$ cat src/rtl/rr_interval_tracker.sv
// RR interval tracker: measures samples between accepted QRS beats,
// strobes each new interval and requests search-back on missed beats.
module rr_interval_tracker #(
   parameter int DATA_WIDTH = 16,
   parameter int PT200MS    = 40,
   parameter int INIT_RR    = 200
) (
   input  logic                         clk,
   input  logic                         rst,
   input  logic                         en,
   input  logic                         qrs_det,
   input  logic signed [DATA_WIDTH-1:0] rrmiss,
   output logic                         rru,
   output logic signed [DATA_WIDTH-1:0] rr_interval,
   output logic                         searchback,
   output logic                         sb_active,
   output logic                         refractory,
   output logic                         lost
);

   localparam logic [DATA_WIDTH-1:0] CMAX =
      {1'b0, {(DATA_WIDTH-1){1'b1}}};
   localparam logic [DATA_WIDTH-1:0] PT = DATA_WIDTH'(PT200MS);
   localparam logic [DATA_WIDTH-1:0] RR0 = DATA_WIDTH'(INIT_RR);
   localparam logic [DATA_WIDTH-1:0] ONE = DATA_WIDTH'(1);

   typedef enum logic [1:0] {
      WAIT_FIRST,
      REFRACT,
      SEARCH,
      MISSED
   } state_t;

   state_t                  state_q, state_d;
   logic [DATA_WIDTH-1:0]   cnt_q, cnt_d, cnt_inc;
   logic [DATA_WIDTH-1:0]   rr_q, rr_d;
   logic                    rru_d, sb_d, lost_d;

   assign cnt_inc     = (cnt_q == CMAX) ? CMAX : cnt_q + ONE;
   assign rr_interval = rr_q;
   assign sb_active   = (state_q == MISSED);
   assign refractory  = (state_q == REFRACT);

   // next-state, counter and strobe decode; only en cycles advance
   always_comb begin
      state_d = state_q;
      cnt_d   = cnt_q;
      rr_d    = rr_q;
      rru_d   = 1'b0;
      sb_d    = 1'b0;
      lost_d  = 1'b0;
      if (en) begin
         cnt_d = cnt_inc;
         unique case (state_q)
            WAIT_FIRST: begin
               if (qrs_det) begin
                  cnt_d   = ONE;
                  state_d = REFRACT;
               end
            end
            REFRACT: begin
               if (cnt_inc == PT)
                  state_d = SEARCH;
            end
            SEARCH: begin
               if (qrs_det) begin
                  rr_d    = cnt_q;
                  rru_d   = 1'b1;
                  cnt_d   = ONE;
                  state_d = REFRACT;
               end else if ($signed(cnt_q) >= rrmiss) begin
                  sb_d    = 1'b1;
                  state_d = MISSED;
               end
            end
            MISSED: begin
               if (qrs_det) begin
                  rr_d    = cnt_q;
                  rru_d   = 1'b1;
                  cnt_d   = ONE;
                  state_d = REFRACT;
               end else if (cnt_q == CMAX) begin
                  lost_d  = 1'b1;
                  cnt_d   = '0;
                  state_d = WAIT_FIRST;
               end
            end
            default: state_d = WAIT_FIRST;
         endcase
      end
   end

   // state, counter, held interval and registered one-cycle strobes
   always_ff @(posedge clk) begin
      if (rst) begin
         state_q    <= WAIT_FIRST;
         cnt_q      <= '0;
         rr_q       <= RR0;
         rru        <= 1'b0;
         searchback <= 1'b0;
         lost       <= 1'b0;
      end else begin
         state_q    <= state_d;
         cnt_q      <= cnt_d;
         rr_q       <= rr_d;
         rru        <= rru_d;
         searchback <= sb_d;
         lost       <= lost_d;
      end
   end

endmodule

$ cat config.mk
export PLATFORM = sky130hd
export DESIGN_NAME = rr_interval_tracker
export DESIGN_NICKNAME = d
export VERILOG_FILES = /design/src/rtl/rr_interval_tracker.sv
export SDC_FILE = /design/constraint.sdc
export NUM_CORES = 1
export LEC_CHECK = 0
export ABC_AREA = 1
export BUFFER_PORTS_ARGS = -buffer_cell sky130_fd_sc_hd__buf_2
export CAP_MARGIN = 30
export CORE_AREA = 2 2 67 69
export CTS_BUF_LIST = sky130_fd_sc_hd__clkbuf_8
export DETAILED_ROUTE_END_ITERATION = 6
export DIE_AREA = 0 0 69 71
export PLACE_DENSITY = 0.84
export SYNTH_ARGS = -nofsm -noshare
export SYNTH_HDL_FRONTEND = slang
export SYNTH_SLANG_ARGS = --single-unit
$ cat constraint.sdc
create_clock -name clk -period 3.2 [get_ports clk]
set_clock_uncertainty 0.2 [all_clocks]
set_input_delay 0.64 -clock clk [delete_from_list [all_inputs] [get_ports clk]]
set_output_delay 0.64 -clock clk [all_outputs]
set_load 0.1 [all_outputs]
After elaboration in Yosys (flattened, before gate mapping):

Cells that the tools add are included.

* register bits: 37
* input bits: 20
* output and inout port bits: 21
* word-level logic and storage cells: 44

* add/sub/neg operators: 1
* $lt $le $gt $ge: 1
* eq/ne operators: 9
* mux-type cells: 15
* bitwise operators: 4
* reductions and logical operators: 8

Operator list (count)
* $mux 16: 4
* $pmux 16 s2: 1
* $add 16x1->16 const B: 1
* $eq 16x15->1 const B: 1
* $eq 16x6->1 const B: 1
* $ge 16x16->1: 1
* $mux 2: 6
* $pmux 2 s4: 1
* $reduce_or 4->1: 2
* $reduce_and 5->1: 1
* $eq 2x2->1 const B: 2
* $not 1->1: 4
* $reduce_or 2->1: 2
* $mux 1: 3
* $ne 3x2->1 const B: 1
* $ne 3x3->1 const B: 1
* $reduce_and 3->1: 1
* $reduce_or 3->1: 1
* $eq 2x1->1 const B: 1
* $logic_not 2->1: 1
* $ne 2x1->1 const B: 1
* $ne 2x2->1 const B: 1

Longest topological paths before layout:

Gate-level depths: netlist of the first run.

* word-level depth: 5
* depth in mapped cells: 16
* mapped depth without buffers: 16

Least setup slack after synthesis of the first run:

OpenSTA, ideal clock, no wires.

* kind: register to register
* start point: register state_q[0]
* end point: register cnt_q[7]
* setup time: 0.091 ns
* arrival: 2.588 ns
* data required time: 2.909 ns
* slack: 0.321 ns
* stages on the path, launching flop included: 9
* buffers on the path: 0
* clock period less this slack: 2.879 ns
* path through: dfxtp_1 -> inv_1 -> nor2_1 -> nor2_1 -> inv_1 -> o21ai_2 -> inv_2 -> a21oi_1 -> a311oi_1

* word-level cells in the longest chain between the ends: 3
* elaborated cells on any way between the ends: 5
* those cells by class: eq/ne: 2; mux: 1; reduce/logical: 2

RTL lines
* from (decl): RTL line 34 `state_t state_q, state_d;`
* from (signal assigned): RTL line 103 `state_q <= state_d;`
* $eq 2x2->1 / $logic_not 2->1 (equally long branches): RTL line 54 `unique case (state_q)`
* $reduce_or 2->1 (no source line)
* $pmux 16 s2 *: RTL line 54
* to (signal assigned): RTL line 104 `cnt_q <= cnt_d;`
* to (decl): RTL line 35 `logic [DATA_WIDTH-1:0] cnt_q, cnt_d, cnt_inc;`

Every way passes the cells marked *; elsewhere a longest branch is shown, timed or not.
A chain may end at the register's enable or synchronous reset.

Worst setup path in the final report of the first run:

* start point: register state_q[0]
* end point: output port refractory

* word-level cells in the longest chain between the ends: 1

RTL lines
* $eq 2x1->1: RTL line 42 `assign refractory = (state_q == REFRACT);`
* to (decl): RTL line 17 `output logic refractory,`

Every way passes these cells.

==> summary.log, run 1 <==
qor: routing.met3_wl 367 um
qor: placed_design.placement.cell_area 0.00267 mm^2
qor: cts.level_count_of_the_clock_h_tree 2
qor: routing.routed-wl-met2 2.91 mm
qor: cts.tritoncts done
qor: placed_design.routabilityCongestion 0.935
qor: critical_path.setup.worst_path.end_class output port
qor: cts.cts_buffer_depth 2
qor: yosys.synth_area 0.00243 mm^2
qor: yosys.synth-seq-area-share 30.5%
qor: timing.timing.setup.tns 0 ns
qor: timing.unrepaired_setup_endpoints_after_global_routing false
qor: final_layout.nNetsFinal 439
qor: power_and_ir_drop.power_density 408 mW/mm^2
qor: grt.grt_first_pass_wirelength 10.2 mm
qor: routing.first_pass_iters 5
qor: min_path.worst_hold_path_type reg2reg
qor: final_layout.final_core_util 66.3%
qor: cts.total_clock_buffers_created_by_cts 5
qor: cts.cts_setup_buffers 0
qor: timing.layout_setup_ws 0.792 ns
qor: timing.layout_worst_path_cycle_share 75.3%
qor: placed_design.post-dp-hpwl 4.64 mm
qor: critical_path.cp-start-kind register
qor: critical_path.critPathArrivalTime 1.57 ns
qor: critical_path.path_max_fanout 4
qor: critical_path.worst-endpoint-required 2.36 ns
qor: yosys.yosysTopAreaCellShare 30.5%
qor: cts.clock-root-buffer sky130_fd_sc_hd__clkbuf_8
qor: run_status.run_status completed
qor: floorplan.die_footprint 0.00490 mm^2
qor: final_layout.num_antenna_cells 0
qor: yosys.mappedNetlistNets 400
qor: yosys.cell_type_with_the_largest_total_area_after_synthesis sky130_fd_sc_hd__dfxtp_1
qor: timing.finalSetupViolations 0
qor: placed_design.place_ws 0.706 ns
qor: final_layout.design_area 0.00279 mm^2
qor: grt.grt_max_degree 17
qor: floorplan.initial_utilization 57.8%
qor: final_layout.drive_gt1_share 19.1%
qor: routing.dr.max_layer_used met4
qor: yosys.syn_area_per_cell 6.69 um^2
qor: yosys.synthTopCellsByCount sky130_fd_sc_hd__nand2_1 (81), sky130_fd_sc_hd__inv_1 (42), sky130_fd_sc_hd__nor2_1 (41)
qor: routing.antenna_violating_nets_post_route 0
qor: routing.wire_per_inst 13.1 um
qor: floorplan.fp.dieW 69 um
qor: timing.period_needed 2.41 ns
qor: grt.grtUsageTotal 25.2%
qor: critical_path.timing.critical_path.slowest_cell_delay 0.50 ns
qor: placed_design.dpl.cell_count 447
qor: grt.via_count_of_the_first_global_routing_pass 2,287
qor: yosys.async_reset_ff_share 0%
qor: yosys.ys.warnings.count 0
qor: critical_path.worstSetupPathType reg2out
qor: floorplan.placement_rows 24
qor: routing.drt-initial-drc-count 207
qor: placed_design.io_buffer_count 40
qor: routing.wl_met1 2.58 mm
qor: yosys.synth_most_common_cell sky130_fd_sc_hd__nand2_1
qor: floorplan.die_h 71 um
qor: timing.hold-worst-slack 0.259 ns
qor: timing.fmax 415 MHz
qor: timing.max_slew_margin 67.4%
qor: final_layout.layout.cells.non_filler 455
qor: final_layout.synthToLayoutAreaGrowth 14.8%
qor: grt.grt_overflow 0
qor: critical_path.timing.reg2reg.setup_slack 0.79 ns
qor: yosys.synth_edf_count 0
qor: yosys.synth.distinct_cells 34
qor: yosys.yosys-top-cells-area sky130_fd_sc_hd__dfxtp_1 (30%), sky130_fd_sc_hd__nand2_1 (13%), sky130_fd_sc_hd__ha_1 (8.8%), sky130_fd_sc_hd__a21oi_1 (7.0%), sky130_fd_sc_hd__inv_1 (6.5%)
qor: yosys.syn-instance-count 363
qor: routing.post-route-drc-count 0
qor: routing.drt-vias-per-instance 5.40
qor: power_and_ir_drop.leakage_power 1.37 nW
qor: power_and_ir_drop.max-vdd-ir-drop 192 uV
qor: cts.cts_hold_buffers 0
qor: cts.path_clk_slew 0.08 ns
qor: routing.routed-via-count 2,459
qor: yosys.synth_seq_cells 37
qor: cts.insertion_delay 0.29 ns
qor: power_and_ir_drop.fin_total_pwr 1.14 mW
qor: timing.worstMarginPinSlew 0.493 ns
qor: cts.clock-sinks 37
qor: job.max-cap-violations 0
qor: grt.grt_antenna_before_repair 0
qor: critical_path.slowest_stage sky130_fd_sc_hd__buf_2
qor: timing.final_hold_violations 0
qor: yosys.ys_dominant_reg_cell sky130_fd_sc_hd__dfxtp_1
qor: floorplan.coreArea 0.00420 mm^2
qor: routing.finalWirelength 5.98 mm
qor: floorplan.top_level_ports 41
qor: timing.drv_slew 0
qor: cts.post_cts.resized_instances 0
qor: critical_path.critical_path.cell_chain inv_1, nor2_1, buf_2
-- registers in the layout (all words and copies together) (netlist names) --
register,flops
rr_interval,16
cnt_q,16
state_q,2
rru,1
lost,1
searchback,1
-- layout make-up --
type,count,area [um^2]
clock buffer,5,68.8
clock inverter,3,46.3
fill,397,1420
inverter,49,189
multi-input combinational,267,1460
sequential,37,741
tap,52,65.1
timing repair buffer,42,215
-- power breakdown --
group	switching, mW	internal (mW)
logic	0.175	0.0563
registers	0.0138	0.476
clock network	0.182	0.233
total	0.371	0.766
-- worst paths after layout --
path,start,endpoint,depth (start not counted)
worst min-delay path,rr_interval[7],rr_interval[7],2
worst max-delay path,state_q[0],refractory,3
worst max register to register,cnt_q[1],cnt_q[7],7
worst min register to register,rr_interval[7],rr_interval[7],2
-- critical path, delay by kind of cell (launching register included) --
kind / cells / cell delay (ns)
DFF: 1 / 0.37
and+or+nand+nor: 1 / 0.30
buffers and inverters: 2 / 0.60
-- cell usage in the layout (no fill, tap or decap), drive strengths merged --
| master | netlist | routed |
|---|---|---|
| bufinv | 0 | 1 |
| o21bai | 4 | 4 |
| dfxtp | 37 | 37 |
| nor3 | 3 | 3 |
| clkinv | 2 | 3 |
| a211oi | 2 | 2 |
| o22ai | 3 | 3 |
| buf | 3 | 42 |
| ha | 17 | 17 |
| nand2 | 88 | 88 |
| o21a | 1 | 1 |
| nor2 | 49 | 49 |
| clkinvlp | 0 | 1 |
| and2 | 1 | 1 |
| inv | 47 | 47 |
| a311oi | 2 | 2 |
| xnor2 | 3 | 3 |
| o211ai | 1 | 1 |
| o21ai | 26 | 26 |
| a21oi | 34 | 34 |
| nor4 | 1 | 1 |
| nand4 | 7 | 7 |
| nand3 | 22 | 22 |
| clkbuf | 7 | 5 |
| nand3b | 2 | 2 |
| xor2 | 1 | 1 |
-- routing by layer --
metal / GRT usage, % / vias to the layer above
li1: - / 1264
met1: 32.0 / 1102
met2: 43.4 / 80
met5: 0 / -
met4: 8.71 / 0
met3: 4.27 / 13
-- kinds of logic after synthesis --
logic type / after synthesis / share of synthesized area (%)
AOI/OAI and AO/OA: 73 / 16.7
buffers and inverters: 59 / 9.48
adders and majority gates: 17 / 8.76
and+or+nand+nor: 173 / 33.1
DFF: 37 / 30.5
xor gates and xnor gates: 4 / 1.44
Note: power is estimated with default switching activity, not from simulation.
==> inputs of run 2 (changes only) <==
- CORE_AREA: 2 2 67 69 -> 2 2 68 70
- DIE_AREA: 0 0 69 71 -> 0 0 70 72
- PLACE_DENSITY: 0.84 -> 0.82
- clock period: 3.2 -> 2.39 ns (I/O delays scaled with it)
==> run 2 against run 1 <==
Compared with the run above: sequential power grew 33%; clock-buffer cell count unchanged; final cell count is 1.5% higher; utilization down 0.32 points; hold slack improved by 0.016 ns; combinational power is 40% higher; sequential share of layout area decreased by 0.25 points; critical path depth increased by 6; sequential cell count did not move; first-iteration DRC count down 35%; setup slack worse by 0.60 ns; power grew 24%; largest power group unchanged; highest routed layer unchanged.
==> summary.log, run 2 (synthesized netlist as in run 1, its figures left out) <==
qor: final_layout.most-common-layout-cells sky130_fd_sc_hd__nand2_1 (81), sky130_fd_sc_hd__inv_1 (42), sky130_fd_sc_hd__nor2_1 (40), sky130_fd_sc_hd__buf_2 (40), sky130_fd_sc_hd__dfxtp_1 (37)
qor: cts.post_cts.resized_instances 0
qor: critical_path.timing.reg2reg.setup_slack 0.19 ns
qor: min_path.worstHoldStart rr_interval[3]
qor: placed_design.io_buffer_count 40
qor: critical_path.setup.worst_path.end_class register
qor: floorplan.initial_utilization 57.0%
qor: final_layout.num_antenna_cells 0
qor: routing.drt-initial-drc-count 134
qor: timing.drv_slew 0
qor: floorplan.coreArea 0.00426 mm^2
qor: power_and_ir_drop.leakage_power 1.40 nW
qor: critical_path.cp-start-kind register
qor: final_layout.final_core_util 66.0%
qor: critical_path.worst-endpoint-required 2.36 ns
qor: critical_path.reg2reg_from cnt_q[4]
qor: critical_path.critPathArrivalTime 2.17 ns
qor: timing.unrepaired_setup_endpoints_after_global_routing false
qor: cts.tritoncts done
qor: timing.period_needed 2.20 ns
qor: critical_path.reg2regPathDepth 9
qor: critical_path.worstSetupPathType reg2reg
qor: routing.post-route-drc-count 0
qor: cts.path_clk_slew 0.08 ns
qor: timing.layout_setup_ws 0.190 ns
qor: grt.grt_first_pass_wirelength 10.0 mm
qor: cts.clock-root-buffer sky130_fd_sc_hd__clkbuf_8
qor: cts.cts_buffer_depth 2
qor: grt.grt_most_used_layer met2
qor: timing.max_slew_margin 67.6%
qor: floorplan.top_level_ports 41
qor: critical_path.rr_endpoint cnt_q[1]
qor: grt.grt_use_met2 45.3%
qor: power_and_ir_drop.power_density 502 mW/mm^2
qor: final_layout.final_common_cell sky130_fd_sc_hd__nand2_1
qor: grt.grt_max_degree 23
qor: timing.layout_worst_path_cycle_share 92.0%
qor: timing.timing.setup.tns 0 ns
qor: placed_design.place_ws 0.0755 ns
qor: grt.grt_overflow 0
qor: placed_design.post-dp-hpwl 4.69 mm
qor: grt.grt_antenna_before_repair 0
qor: routing.finalWirelength 6.07 mm
qor: final_layout.drive_gt1_share 20.7%
qor: min_path.min_delay_path_depth 2
qor: critical_path.path_max_fanout 9
qor: grt.grtUsageTotal 24.8%
qor: floorplan.die_h 72 um
qor: grt.grt_util_met1 29.7%
qor: floorplan.die_footprint 0.00504 mm^2
qor: final_layout.nNetsFinal 446
qor: timing.finalSetupViolations 0
qor: grt.via_count_of_the_first_global_routing_pass 2,290
qor: timing.worstMarginPinSlew 0.489 ns
qor: min_path.worst_hold_path_type reg2reg
qor: cts.insertion_delay 0.29 ns
qor: cts.cts_setup_buffers 0
qor: floorplan.placement_rows 24
qor: min_path.worst_hold_path_ep rr_interval[3]
qor: routing.wire_per_inst 13.1 um
qor: cts.clock-sinks 37
qor: routing.drt-vias-per-instance 5.50
qor: routing.routed-via-count 2,543
qor: routing.first_pass_iters 4
qor: job.max-cap-violations 0
qor: timing.final_hold_violations 0
qor: grt.grtUsageMet3 4.72%
qor: cts.level_count_of_the_clock_h_tree 2
qor: final_layout.synthToLayoutAreaGrowth 15.9%
qor: placed_design.routabilityCongestion 0.936
qor: floorplan.fp.dieW 70 um
qor: final_layout.filler_cells_inserted 407
qor: power_and_ir_drop.max-vdd-ir-drop 391 uV
qor: cts.cts_hold_buffers 0
qor: run_status.run_status completed
qor: routing.antenna_violating_nets_post_route 0
qor: timing.fmax 455 MHz
qor: cts.total_clock_buffers_created_by_cts 5
-- run 2: changes by cell type in the layout (fill, tap and decap cells not counted), sizes merged --
| cell | previous run | this run |
|---|---|---|
| clkinv | 3 | 4 |
| buf | 42 | 49 |
| bufinv | 1 | 0 |
-- run 2: metal layers --
metal,vias to the layer above,wire (um)
met2,73,2990
met4,0,92
li1,1277,-
met1,1182,2650
met5,-,0
met3,11,333
-- run 2: how the worst max path moves through the flow --
stage | from | to | slack [ns] | depth (start not counted)
floorplan | state_q[0] | cnt_q[7] | 0.09 | 8
global placement | rrmiss[15] | state_q[0] | 0.13 | 11
detailed placement | rrmiss[15] | state_q[0] | 0.08 | 11
CTS | cnt_q[0] | cnt_q[1] | 0.22 | 10
global route | cnt_q[1] | state_q[0] | 0.06 | 12
finish | cnt_q[4] | cnt_q[1] | 0.19 | 9
-- run 2: power breakdown --
group	total (mW)	switching [mW]	internal (mW)	leakage [nW]
Sequential	0.654	0.0157	0.638	0.300
Combinational	0.324	0.240	0.0841	1.05
Clock	0.437	0.235	0.201	0.0439
Total	1.41	0.490	0.924	1.40
-- run 2: through the flow --
step / hold WS [ns] / power (mW) / cells / instance area (um^2)
6_report: 0.274 / 1.41 / 462 / 2810
5_1_grt: 0.306 / 1.48 / 462 / 2810
4_1_cts: 0.282 / 1.42 / 462 / 2810
3_5_place_dp: 0.251 / 0.989 / 454 / 2730
3_3_place_gp: 0.247 / 0.983 / 454 / 2730
2_1_floorplan: 0.275 / 0.912 / 363 / 2430
-- run 2: worst max-delay path: stages, from the launching register on --
cell and delay, ns:
sky130_fd_sc_hd__dfxtp_1 0.52, sky130_fd_sc_hd__nand2_1 0.17, sky130_fd_sc_hd__nor2_4 0.21, sky130_fd_sc_hd__nand2_4 0.10, sky130_fd_sc_hd__nor2_8 0.19, sky130_fd_sc_hd__nor2_1 0.11, sky130_fd_sc_hd__o21ai_2 0.24, sky130_fd_sc_hd__inv_2 0.15
sky130_fd_sc_hd__o21ai_0 0.11, sky130_fd_sc_hd__a21oi_1 0.08
-- run 2: final cells by class --
cell class | count | area [um^2] | share of cell area (%)
inverter | 49 | 189 | 6.71
multi-input combinational | 267 | 1470 | 52.1
timing repair buffer | 49 | 268 | 9.52
tap | 52 | 65.1 | 2.31
sequential | 37 | 741 | 26.3
clock inverter | 3 | 17.5 | 0.622
clock buffer | 5 | 68.8 | 2.45
